### config.mk
export PLATFORM = sky130hd
export DESIGN_NAME = shift_iter
export DESIGN_NICKNAME = d
export VERILOG_FILES = /design/src/rtl/shift_iter.sv
export SDC_FILE = /design/constraint.sdc
export NUM_CORES = 1
export LEC_CHECK = 0
export ABC_AREA = 0
export ABC_CLOCK_PERIOD_IN_PS = 1750
export CORE_MARGIN = 4
export CORE_UTILIZATION = 40
export CTS_BUF_LIST = sky130_fd_sc_hd__clkbuf_4 sky130_fd_sc_hd__clkbuf_8 sky130_fd_sc_hd__clkbuf_16
export DETAILED_ROUTE_END_ITERATION = 8
export HOLD_SLACK_MARGIN = 0.12
export MAX_ROUTING_LAYER = met4
export PLACE_DENSITY = 0.74
export SLEW_MARGIN = 10
export SYNTH_ARGS = -nofsm -noshare
export SYNTH_HDL_FRONTEND = slang
export SYNTH_SLANG_ARGS = --single-unit
### constraint.sdc
create_clock -name clk -period 1.75 [get_ports clk]
set_clock_uncertainty 0.15 [all_clocks]
set_input_delay 0.35 -clock clk [delete_from_list [all_inputs] [get_ports clk]]
set_output_delay 0.35 -clock clk [all_outputs]
set_load 0.02 [all_outputs]
### src/rtl/shift_iter.sv
// shift_iter: multi-cycle iterative shifter for the RISC datapath.
//
// Applies one single-bit shift step per clock for 0..2^AMTW-1 steps.
// Requests use a start/ready handshake. done pulses for one cycle when
// the result in sout is valid.
//
// Ports:
//   clk    - rising-edge clock
//   rst_n  - asynchronous active-low reset
//   start  - request strobe, sampled only while ready=1
//   in     - operand, captured on accept
//   shift  - op: 00 none, 01 LSL, 10 LSR, 11 ASR (captured on accept)
//   amt    - number of single-bit steps (captured on accept)
//   ready  - unit can accept a request (IDLE or DONE)
//   busy   - shift in progress
//   done   - one-cycle completion pulse, sout valid
//   sout   - working/result register; held from DONE until next accept
module shift_iter #(
  parameter int WIDTH = 16,
  parameter int AMTW  = 4
) (
  input  logic             clk,
  input  logic             rst_n,
  input  logic             start,
  input  logic [WIDTH-1:0] in,
  input  logic [1:0]       shift,
  input  logic [AMTW-1:0]  amt,
  output logic             ready,
  output logic             busy,
  output logic             done,
  output logic [WIDTH-1:0] sout
);

  typedef enum logic [1:0] {
    IDLE  = 2'b00,
    SHIFT = 2'b01,
    DONE  = 2'b10
  } state_t;

  localparam logic [1:0]      OP_NONE = 2'b00;
  localparam logic [1:0]      OP_LSL  = 2'b01;
  localparam logic [1:0]      OP_LSR  = 2'b10;
  localparam logic [AMTW-1:0] CNT_ZERO = '0;
  localparam logic [AMTW-1:0] CNT_ONE  = {{(AMTW-1){1'b0}}, 1'b1};

  state_t          state;
  state_t          state_nxt;
  logic [1:0]      op;
  logic [AMTW-1:0] cnt;
  logic            accept;
  logic            trivial;

  // One single-bit step of the captured operation.
  function automatic logic [WIDTH-1:0] step_op(input logic [WIDTH-1:0] v,
                                               input logic [1:0]       o);
    logic signed [WIDTH-1:0] sv;
    logic        [WIDTH-1:0] r;
    sv = $signed(v);
    case (o)
      OP_NONE: r = v;
      OP_LSL:  r = {v[WIDTH-2:0], 1'b0};
      OP_LSR:  r = {1'b0, v[WIDTH-1:1]};
      default: r = $unsigned(sv >>> 1);  // ASR: MSB replicated
    endcase
    return r;
  endfunction

  // A request is taken whenever the unit is not mid-shift, including the
  // DONE cycle, so back-to-back operations need no idle gap.
  assign accept  = start && (state != SHIFT);
  // Nothing to iterate: result is the operand itself, one cycle later.
  assign trivial = (amt == CNT_ZERO) || (shift == OP_NONE);

  // State register
  always_ff @(posedge clk or negedge rst_n) begin
    if (!rst_n) begin
      state <= IDLE;
    end else begin
      state <= state_nxt;
    end
  end

  // Next-state logic
  always_comb begin
    state_nxt = state;
    case (state)
      IDLE, DONE: begin
        if (accept) begin
          state_nxt = trivial ? DONE : SHIFT;
        end else begin
          state_nxt = IDLE;
        end
      end
      SHIFT: begin
        // cnt holds the steps still to apply, including this one.
        if (cnt == CNT_ONE) begin
          state_nxt = DONE;
        end
      end
      default: state_nxt = IDLE;
    endcase
  end

  // Outputs decoded from the state register only
  always_comb begin
    ready = 1'b0;
    busy  = 1'b0;
    done  = 1'b0;
    case (state)
      IDLE:    ready = 1'b1;
      SHIFT:   busy  = 1'b1;
      DONE: begin
        ready = 1'b1;
        done  = 1'b1;
      end
      default: ready = 1'b0;
    endcase
  end

  // Datapath: capture on accept, one step per SHIFT cycle, hold otherwise
  always_ff @(posedge clk or negedge rst_n) begin
    if (!rst_n) begin
      sout <= '0;
      op   <= OP_NONE;
      cnt  <= CNT_ZERO;
    end else if (accept) begin
      sout <= in;
      op   <= shift;
      cnt  <= amt;
    end else if (state == SHIFT) begin
      sout <= step_op(sout, op);
      cnt  <= cnt - CNT_ONE;
    end
  end

endmodule

==> flow_metrics.tcl <==
set metrics [dict create \
    postSynthNetCount 139 \
    rsz0062_at_grt "true" \
    dp_hpwl_um 2500 \
    antenna_found_initial 0 \
    portBuffers 43 \
    synth_top_area_share_pct 45.2 \
    avgRoutedWirePerCell_um 16.9 \
    path_clk_slew_ps 130 \
    routed_via_density 5.74 \
    fin_crit_ps 1820 \
    syn_area_per_cell_um2 12.2 \
    synth.distinct_cells 34 \
    initial_core_util_pct 42.8 \
    drv_cap 0 \
    setup_viol 14 \
    reg2reg_to "sout[5]" \
    antenna_cells 0 \
    r2r_cells 6 \
    post-route-util_pct 63.9 \
    synth.largest_area_cell "dfrtp_1" \
    setup_ws_ps -69.2 \
    ir_drop_v 0.000818 \
    drv_slew 0 \
    seq_area_frac_synth_pct 45.2 \
    placementRows 20 \
    path_class "flop to flop" \
    areaGrowthSynthToFinish_pct 49.3 \
    max_freq_mhz 550 \
    drc 0 \
    cts_num_sinks 24 \
    ys_seq_elements 24 \
    h-tree-depth 1 \
    die_h_um 65.6 \
    violations "setup timing" \
    clkLatencyLatePin_ps 300 \
    grt_max_degree 25 \
    postRouteAntennaNets 0 \
    place.gp.congestion 0.820 \
    worstReg2RegStart "op[1]" \
    cts_buffer_depth 2 \
    cts_tree "yes" \
    grt_pass1_wl_um 5770 \
    nets 194 \
    vias 1189 \
    slew_headroom_pct 79.6 \
    min_period_over_period_pct 104 \
    crit_arrival_ps 1880 \
    die_w_um 65.6 \
    start_kind "flop" \
    final.setup.tns_ps -549 \
    hp-class "primary input to async pin" \
    drtIter0Drc 67 \
    cts_root_buffer "clkbuf_4" \
    core-area_um2 3100 \
    cp_max_fo 8 \
    netlist_area_um2 1330 \
    yosysWarnings 0 \
    holdBufCountCts 0 \
    io_pins 44 \
    synthCells 109 \
    layout-drive-gt1-share_pct 35.0 \
    grt_pass1_vias 1215 \
    pwr_density_cell_nw_per_um2 2090 \
    r2r_setup_slack_ps -70 \
    overflow 0 \
    routed_wl_um 3490 \
    leakagePower_nw 0.844 \
    hold_slack_ps 230 \
    status "finished with violations" \
    critPathRequiredTime_ps 1810 \
    dr.pass1.iters 4 \
    endpoint_kind "flop" \
    synth_area_leaders "dfrtp_1, o221a_2, a221o_1" \
    die_area_um2 4300 \
    grt_use_total_pct 17.2 \
    worst_slew_pin_slew_ps 306 \
    final_hold_viol_count 0 \
    cts_buffers 3 \
]
==> placed cells by master (no fill, tap or decap), drive strengths merged, types with 2 or more instances in the layout <==
cell / count
a21oi: 2
a221o: 14
buf: 18
clkbuf: 4
clkdlybuf4s50: 24
dfrtp: 24
dlygate4sd2: 16
ha: 5
inv: 7
mux2: 5
nand2: 4
nand2b: 2
nand3: 2
o211a: 2
o211ai: 2
o21ai: 2
o221a: 16
==> power by group <==
| part | internal (mW) | leakage, nW | switching [mW] |
|---|---|---|---|
| logic | 1.49 | 0.548 | 1.22 |
| registers | 0.848 | 0.275 | 0.303 |
| clock network | 0.127 | 0.0210 | 0.163 |
==> cells in the mapped netlist <==
library cell and instances:
buf_4 1, clkbuf_1 4, buf_6 1, mux2_1 1, a21oi_1 2, or4_1 1, or3_1 1, o211a_1 2
ha_1 5, a21o_2 1, mux2i_2 1, inv_1 6, a211oi_1 1, mux2_2 4, a221o_2 6, and2b_2 1
nor2_1 1, nor3_1 1, and2_1 1, buf_2 2, nand2b_1 2, o32ai_1 1, o211ai_1 2, dfrtp_1 24
a221o_1 8, buf_8 1, nand2_1 4, inv_2 1, o21ai_0 2, nor3b_1 1, or3b_1 1, nand3_1 2
a32o_1 1, o221a_2 16
==> kinds of logic after synthesis <==
| family | share of synthesized area [%] |
|---|---|
| fa+ha+maj | 4.71 |
| flops | 45.2 |
| compound gates | 31.5 |
| buf+inv | 6.41 |
| simple gates | 6.88 |
| mux | 5.28 |
==> area by class of cell <==
| cell class | count | area (µm²) |
|---|---|---|
| Timing Repair Buffer | 59 | 553 |
| Sequential cell | 24 | 601 |
| Multi-Input combinational cell | 69 | 711 |
| Tap cell | 44 | 55.1 |
| Fill cell | 276 | 1120 |
| Inverter | 7 | 26.3 |
| Clock buffer | 4 | 36.3 |
==> how the worst max path moves through the flow <==
stage               startpoint       end  slack (ps)  cells past startpoint
finish                   op[1]   sout[5]         -70                      6
global route             op[1]   sout[5]        -110                      6
CTS                      op[0]   sout[5]         -80                      6
detailed placement       start  sout[10]        -100                      5
global placement         start   sout[5]         -60                      5
floorplan                op[0]  sout[10]         -60                      7
==> per-stage QoR <==
| stage | power, mW | worst slack [ps] | instance area, µm² | cells |
|---|---|---|---|---|
| final | 4.14 | -69.2 | 1980 | 207 |
| after global routing | 4.44 | -115 | 1980 | 207 |
| after floorplan | 2.84 | -56.0 | 1350 | 109 |
| after global placement | 3.68 | -60.4 | 1900 | 201 |
| after CTS | 3.98 | -84.3 | 1930 | 206 |
| after detailed placement | 3.76 | -104 | 1900 | 201 |
==> what timing repair did <==
| item | in CTS | in global routing |
|---|---|---|
| cloned | 1 | 0 |
| gates resized for setup | 27 | 11 |
| hold endpoints to repair | 0 | 0 |
| buffers inserted | 0 | 1 |
| endpoints found under the setup margin | 33 | 18 |
==> state kept, by name, indices dropped and copies added (netlist names) <==
| name | count |
|---|---|
| op | 2 |
| cnt | 4 |
| sout | 16 |
| state | 2 |
==> worst max-delay path, cell delays in order, from the launching register on <==
cell and delay (ps):
dfrtp_1 400, inv_2 60, ha_4 150, or3b_4 380
buf_6 150, a221o_2 310, o221a_4 120
==> routing by layer <==
layer | vias up | GRT usage (%) | share of wire, %
met2 | 50 | 28.3 | 49
met5 | - | - | 0
met4 | 0 | 3.11 | 0.77
li1 | 556 | - | -
met3 | 4 | 3.08 | 7.6
met1 | 579 | 22.4 | 43
No activity file was read; power rests on OpenSTA's default activity.
